===== config.mk =====
export PLATFORM = sky130hd
export DESIGN_NAME = pwm_dac_driver
export DESIGN_NICKNAME = d
export VERILOG_FILES = /design/src/rtl/dac_pkg.sv /design/src/rtl/pwm_window_counter.sv /design/src/rtl/pwm_dac_driver.sv
export SDC_FILE = /design/constraint.sdc
export NUM_CORES = 1
export LEC_CHECK = 0
export ABC_AREA = 0
export CORE_UTILIZATION = 25
export DETAILED_ROUTE_END_ITERATION = 8
export GPL_ROUTABILITY_DRIVEN = 0
export GPL_TIMING_DRIVEN = 0
export SKIP_CTS_REPAIR_TIMING = 1
export SLEW_MARGIN = 20
export SYNTH_ARGS = -nofsm -noshare
export SYNTH_HDL_FRONTEND = slang
export SYNTH_SLANG_ARGS = --single-unit

===== constraint.sdc =====
create_clock -name clk -period 2.9 [get_ports clk]
set_input_delay 0.29 -clock clk [delete_from_list [all_inputs] [get_ports clk]]
set_output_delay 0.29 -clock clk [all_outputs]
set_load 0.02 [all_outputs]

===== src/rtl/dac_pkg.sv =====
// Shared state encodings, default widths and duty clamping for the PWM DAC driver.
package dac_pkg;

  localparam logic [1:0] ST_IDLE  = 2'd0;
  localparam logic [1:0] ST_RUN   = 2'd1;
  localparam logic [1:0] ST_DRAIN = 2'd2;

  localparam int DEFAULT_CODE_WIDTH = 10;

  // Codes above the window length saturate to a fully-high window.
  function automatic logic [31:0] clamp_duty(input logic [31:0] code, input logic [31:0] n);
    return (code > n) ? n : code;
  endfunction

endpackage


===== src/rtl/pwm_window_counter.sv =====
// Window position counter: counts 0..N-1 and wraps while run is high; clear forces it to 0.
module pwm_window_counter #(
  parameter int N     = 1024,
  parameter int CNT_W = $clog2(N)
) (
  input  logic             clk,
  input  logic             rst,
  input  logic             run,
  input  logic             clear,
  output logic [CNT_W-1:0] cnt,
  output logic             at_start,
  output logic             at_end
);

  logic [CNT_W-1:0] cnt_q;
  logic [CNT_W-1:0] cnt_d;

  assign cnt      = cnt_q;
  assign at_start = (cnt_q == '0);
  assign at_end   = (cnt_q == CNT_W'(N - 1));

  always_comb begin
    cnt_d = cnt_q;
    if (clear) begin
      cnt_d = '0;
    end else if (run) begin
      cnt_d = at_end ? '0 : cnt_q + CNT_W'(1);
    end
  end

  always_ff @(posedge clk) begin
    if (!rst) begin
      cnt_q <= '0;
    end else begin
      cnt_q <= cnt_d;
    end
  end

endmodule


===== src/rtl/pwm_dac_driver.sv =====
// PWM DAC driver: paces a sample producer with next_sample, latches its code once per window
// and emits a registered PWM stream. Define PWM_CENTER_ALIGNED_EN for center-aligned pulses.
module pwm_dac_driver
  import dac_pkg::*;
#(
  parameter int CYCLES_PER_WINDOW = 1024,
  parameter int CODE_WIDTH        = DEFAULT_CODE_WIDTH
) (
  input  logic                  clk,
  input  logic                  rst,
  input  logic                  enable,
  input  logic [CODE_WIDTH-1:0] code,
  output logic                  next_sample,
  output logic                  pwm,
  output logic                  active,
  output logic                  clip
);

  localparam int          CNT_W  = $clog2(CYCLES_PER_WINDOW);
  localparam int          DUTY_W = CODE_WIDTH + 1;
  localparam logic [31:0] N      = 32'(CYCLES_PER_WINDOW);

  logic [1:0]        state_q, state_d;
  logic [DUTY_W-1:0] duty_q, duty_d;
  logic              pwm_q, pwm_d;
  logic              clip_q, clip_d;
  logic [CNT_W-1:0]  cnt;
  logic              at_start, at_end;
  logic              latch;
  logic [DUTY_W-1:0] code_clamped;
  logic [DUTY_W-1:0] d_sel;

  pwm_window_counter #(
    .N     (CYCLES_PER_WINDOW),
    .CNT_W (CNT_W)
  ) u_counter (
    .clk      (clk),
    .rst      (rst),
    .run      (state_q != ST_IDLE),
    .clear    (state_q == ST_IDLE),
    .cnt      (cnt),
    .at_start (at_start),
    .at_end   (at_end)
  );

  // The first cycle of a running window compares against the fresh code, not the stale duty.
  assign latch        = (state_q == ST_RUN) && at_start;
  assign code_clamped = DUTY_W'(clamp_duty(32'(code), N));
  assign d_sel        = latch ? code_clamped : duty_q;

`ifdef PWM_CENTER_ALIGNED_EN
  logic [31:0] lo;
  assign lo = (N - 32'(d_sel)) >> 1;
`endif

  always_comb begin
    state_d = state_q;
    case (state_q)
      ST_IDLE:  if (enable) state_d = ST_RUN;
      ST_RUN:   if (!enable) state_d = ST_DRAIN;
      ST_DRAIN: if (at_end) state_d = enable ? ST_RUN : ST_IDLE;
      default:  state_d = ST_IDLE;
    endcase
  end

  always_comb begin
    duty_d = latch ? code_clamped : duty_q;
    clip_d = latch && (32'(code) > N);
    pwm_d  = 1'b0;
    if (state_q != ST_IDLE) begin
`ifdef PWM_CENTER_ALIGNED_EN
      pwm_d = (32'(cnt) >= lo) && (32'(cnt) < lo + 32'(d_sel));
`else
      pwm_d = 32'(cnt) < 32'(d_sel);
`endif
    end
  end

  always_ff @(posedge clk) begin
    if (!rst) begin
      state_q <= ST_IDLE;
      duty_q  <= '0;
      pwm_q   <= 1'b0;
      clip_q  <= 1'b0;
    end else begin
      state_q <= state_d;
      duty_q  <= duty_d;
      pwm_q   <= pwm_d;
      clip_q  <= clip_d;
    end
  end

  assign next_sample = rst && (state_q == ST_RUN) && at_end;
  assign active      = (state_q != ST_IDLE);
  assign pwm         = pwm_q;
  assign clip        = clip_q;

endmodule


==> flow_metrics.py <==
metrics = {
    "hold_path": {
        "hp-start": "duty_q[10]",
        "hp-class": "reg -> reg",
        "hold_depth": 2,
        "min_to": "duty_q[10]",
    },
    "power": {
        "power.total_mw": 0.729,
        "ir_drop_uv": 248,
        "p_per_area_mw_per_mm2": 503,
        "leakagePower_nw": 0.633,
    },
    "placed_design": {
        "place_inst": 193,
        "port_buffers": 15,
        "place_area_mm2": 0.00138,
        "detailed_place_hpwl_mm": 1.72,
    },
    "synthesis": {
        "synth_cells": 126,
        "yosys_warnings": 0,
        "ys.flop_type": "dfxtp_1",
        "synth_area_mm2": 0.00116,
        "synth_cell_types": 31,
        "yosys_register_bits": 24,
        "syn_nets": 150,
        "synth_edf_count": 0,
        "ys_seq_area_share_pct": 41.3,
        "avgSynthCellArea_um2": 9.24,
        "synthArstFlopShare_pct": 0,
    },
    "clock_tree": {
        "cts_tree": "yes",
        "clkTransAtPathRegs_ps": 90,
        "htreeDepth": 1,
        "cts_sinks": 24,
        "clockBufferDepth": 2,
        "cts_root_buffer": "clkbuf_8",
        "numCtsBuffers": 3,
        "clock_latency_ps": 270,
    },
    "floorplanning": {
        "start_util_pct": 26.4,
        "num_io_pins": 17,
        "core_mm2": 0.00441,
        "rows": 24,
        "chipWidth_um": 70.2,
        "die_h_um": 70.2,
        "dieArea_mm2": 0.00493,
    },
    "setup_path": {
        "critPathRequiredTime_ps": 3060,
        "cp_max_fo": 10,
        "rr_endpoint": "pwm",
        "setup.reg_to_reg.worst_slack_ps": 420,
        "r2r_start": "u_counter.cnt[0]",
        "crit_path_start_kind": "flip-flop",
        "end_kind": "flip-flop",
        "critPathKind": "reg -> reg",
        "r2r_cells": 11,
        "worstPathArrival_ps": 2640,
    },
    "detailed_routing": {
        "viasPerCell": 4.42,
        "wl_mm": 2.21,
        "drt_iter0_markers": 24,
        "antenna_left": 0,
        "drc": 0,
        "vias": 871,
        "drt_pre_antenna_iters": 2,
        "wl_per_cell_um": 11.2,
    },
    "final_layout": {
        "nFillCells": 475,
        "final_cell_mix": "dfxtp_1, nor2_1, clkdlybuf4s50_1, ha_1",
        "fin_area_mm2": 0.00145,
        "area_growth_pct": 24.6,
        "final_net_count": 170,
        "final_layout_size_suffix_gt1_share_pct": 6.21,
        "diodes": 0,
        "final_common_cell": "dfxtp_1",
        "fin_cells": 197,
    },
    "sta": {
        "skew_ps": 9.22,
        "setup_tns_ps": 0,
        "finalSetupViolCount": 0,
        "period_share_pct": 85.6,
        "rsz0062_at_grt": "false",
        "period_minus_slack_ps": 2480,
        "slew_violations": 0,
        "hold_viol_final": 0,
        "max_freq_ghz": 0.403,
    },
    "grt": {
        "gr-total-overflow": 0,
        "grt_first_pass_wirelength_mm": 3.86,
        "grt_pass1_vias": 857,
        "grt_usage_pct": 9.95,
        "antenna_found_initial": 0,
        "grt_max_degree": 15,
    },
    "job": {
        "drv_cap": 0,
    },
    "status": {
        "status": "finished clean",
    },
}
-- flip-flops by register name (all words and copies together) (netlist names) --
name           cells
u_counter.cnt     10
pwm                1
state_q            2
duty_q            11
-- critical path: stages, from the launching register on --
cell and delay (ps):
dfxtp_1 380, inv_1 90, ha_1 190, and4bb_1 190
nand3_2 140, buf_4 230, mux2i_1 270, ha_1 180
nand3_1 80, or3_1 380, a31oi_1 150, o22ai_1 90
-- kinds of logic (layout without fill, tap and decap cells) --
| logic type | Yosys count | in the layout | share of synthesized area [%] |
|---|---|---|---|
| AOI/OAI and AO/OA | 13 | 13 | 7.20 |
| xor gates and xnor gates | 8 | 8 | 6.02 |
| adders and majority gates | 11 | 11 | 11.8 |
| buffers and inverters | 8 | 27 | 3.23 |
| DFF | 24 | 24 | 41.3 |
| muxes | 10 | 10 | 8.60 |
| other | 1 | 1 | 0.322 |
| and+or+nand+nor | 51 | 51 | 21.5 |
-- cell usage after synthesis, types with 3 or more instances --
| library cell | count | area [um2] |
|---|---|---|
| xnor2_1 | 3 | 26.3 |
| xor2_1 | 5 | 43.8 |
| ha_1 | 11 | 138 |
| nand2_1 | 10 | 37.5 |
| nor2_1 | 23 | 86.3 |
| nand3_1 | 4 | 20.0 |
| mux2i_1 | 10 | 100 |
| inv_1 | 5 | 18.8 |
| dfxtp_1 | 24 | 480 |
| a21oi_1 | 3 | 15.0 |
-- through the flow --
step	hold WS [ps]	setup WS, ps	util, %
2_1_floorplan	412	673	-
3_3_place_gp	428	398	31.2
3_5_place_dp	433	379	31.2
4_1_cts	446	365	32.9
5_1_grt	476	154	32.9
6_report	447	417	32.9
-- metal layers --
metal | vias to the layer above | wire length, um | part of all wire (%) | global-route usage [%]
li1 | 467 | - | - | -
met1 | 386 | 1150 | 52 | 13.7
met2 | 16 | 912 | 41 | 14.8
met3 | 2 | 132 | 6.0 | 3.75
met4 | 0 | 18 | 0.81 | 2.00
met5 | - | 0 | 0 | 0
-- report_power, final --
group	switching [mW]	total, mW	internal, mW
logic	0.0440	0.0899	0.0459
registers	0.00551	0.346	0.340
clock network	0.109	0.293	0.185
-- how the worst max path moves through the flow --
stage	start	endpoint	slack (ps)	depth (start not counted)
final	u_counter.cnt[0]	pwm	420	11
after detailed placement	u_counter.cnt[0]	pwm	380	11
after global placement	u_counter.cnt[0]	pwm	400	11
after floorplan	u_counter.cnt[0]	pwm	670	11
after CTS	u_counter.cnt[0]	pwm	360	11
after global routing	u_counter.cnt[0]	pwm	150	12
-- final cells by class --
type                    count  area, um2  share of cell area [%]
multi-input cells          94        646                    44.5
flip-flops and latches     24        480                    33.1
repair buffers             15        150                    10.4
well taps                  52       65.1                    4.49
clock buffers               3       41.3                    2.85
clock inverters             1       30.0                    2.07
plain buffers               3       18.8                    1.29
inverters                   5       18.8                    1.29
No activity file was read; power rests on OpenSTA's default activity.
==> edit (config.mk and constraints unchanged) <==
The parameter `CYCLES_PER_WINDOW` goes from 1024 to 4096.
--- a/src/rtl/pwm_dac_driver.sv
+++ b/src/rtl/pwm_dac_driver.sv
@@ -3,7 +3,7 @@
 module pwm_dac_driver
   import dac_pkg::*;
 #(
-  parameter int CYCLES_PER_WINDOW = 1024,
+  parameter int CYCLES_PER_WINDOW = 4096,
   parameter int CODE_WIDTH        = DEFAULT_CODE_WIDTH
 ) (
   input  logic                  clk,
Check against the original RTL: same outputs for any inputs over 10 cycles, from zero or initial values and one cycle with rst low; that may be too few to reach the edited logic, so the function may still have changed.
==> edit against the unedited design <==
- die area increased by 21%
- cell area increased by 19%
- synthesized area increased by 22%
- power increased by 9.1%
- setup slack got worse by 0.27 ns
- wire length increased by 24%
- sequential cell count increased by 2
==> edit: results (changes against the unedited design) <==
Outcome
  • Status: finished clean

Cells and area
  • Max reg flops: 12 (+1)
  • Layout cells sized above 1: 11.3% (+5.1 points)
  • Fraction of area in multi-input gates: 48.7% (+4.1 points)
  • Multi-In Gates: 112 (+19%)
  • Final nets: 194 (+14%)
  • Util after Layout: 31.5% (-1.4 points)
  • Non-CTS buffers: 20 (+2)
  • Synth-to-layout area growth: 21.9%
  • Area share of buffers outside the clock network: 10.7% (-0.96 points)
  • Clock buf/inv share: 4.12% (-0.80 points)
  • Layout fillers: 580 (+22%)
  • Sequential cell area share: 30.0% (-3.1 points)
  • Invs w/o clock: 6 (+1)

Logic synthesis
  • Post-Synth XOR/XNOR Area: 6.16% (+0.14 points)
  • Mapped Cells: 149 (+18%)
  • Post-synthesis mux area share: 9.33% (+0.73 points)
  • Sequential share of the synthesized area: 36.6% (-4.7 points)
  • Distinct cells, synth: 36 (+16%)
  • Synthesized area: 1420 um2 (+22%)
  • Adder and majority gate portion of the synthesized area: 10.6% (-1.3 points)
  • Syn Nets: 174 (+16%)
  • Synthesis Warnings: 0 (unchanged)
  • Synth area leaders: dfxtp_1, ha_1, mux2i_2
  • Ys async rst share: 0% (unchanged)
  • Commonest cells post-synth: dfxtp_1, nor2_1, ha_1, nor2b_1, nand2_1
  • Synth Area in Compound Gates: 5.28% (-1.9 points)

Routing
  • DRT Wirelength: 2.75 mm (+24%)
  • Via-per-instance ratio: 4.29 (-3.0%)
  • Drt pass-1 iters: 4 (+2)
  • Drt wl/cell: 11.4 um (+1.8%)
  • Number of DRC markers in iteration 0: 28 (+17%)

Place
  • Post-Place Cells: 236 (+22%)
  • Post-DP HPWL: 2.08 mm (+21%)
  • Placed Instance Area: 1660 um2 (+21%)
  • Setup WS pre-CTS: 0.297 ns (-0.0817 ns)
  • IO buf count: 15 (unchanged)

Worst setup path
  • CP Max Fanout: 6 (-4)
  • CP Data Arrival Time: 2.46 ns (-0.18 ns)
  • CP max stage cell: clkdlybuf4s50_1
  • Slowest stage delay, CP: 0.61 ns (+0.23 ns)

Global route
  • Pin count of the biggest net entering global routing: 16 (+1)
  • Vias in the first global route: 1017 (+19%)
  • Initial antenna violation count: 0 (unchanged)
  • GRT Overall Usage: 10.2% (+0.22 points)
  • Global-route wire length before repair: 4.80 mm (+24%)

Pwr
  • Switch share: 23.1% (+1.4 points)
  • Peak VDD IR: 258 uV (+3.8%)
  • P_seq: 375 uW (+8.4%)
  • NetSw: 184 uW (+16%)
  • Comb group: 111 uW (+23%)
  • Leak: 0.654 nW (+3.3%)

Clock tree
  • Skew-Pair Late Insertion Delay: 0.28 ns
  • CTS Buf Count: 3 (unchanged)
  • Clock Path Buffers: 2 (unchanged)
  • Clock Sinks: 26 (+8.3%)
  • CTS Root Cell: clkbuf_8

STA
  • Worst setup skew after layout: 0.00316 ns (-0.00606 ns)
==> edit: worst max-delay path: cells and delay by family (launching register included) <==
family / cells / cell delay [ns]
and+or+nand+nor: 3 / 0.91
buffers and inverters: 1 / 0.61
DFF: 1 / 0.44
adders and majority gates: 1 / 0.21
==> edit: worst paths after layout <==
kind | slack [ns] | endpoint | start | depth (start not counted)
max | 0.15 | next_sample | u_counter.cnt[0]$_SDFFE_PN0N_ | 5
min reg2reg | 0.49 | duty_q[10]$_SDFF_PN0_ | duty_q[10]$_SDFF_PN0_ | 1
max reg2reg | 0.28 | pwm$_SDFF_PN0_ | u_counter.cnt[0]$_SDFFE_PN0N_ | 11
min | 0.49 | duty_q[10]$_SDFF_PN0_ | duty_q[10]$_SDFF_PN0_ | 1
==> edit: routing by layer <==
metal  part of all wire [%]  vias to the layer above  GRT usage, %
met3                    3.7                        2          3.18
met2                     42                       15          15.4
met1                     54                      459          14.5
li1                       -                      553             -
met5                      0                        -             0
met4                   0.44                        0          1.13
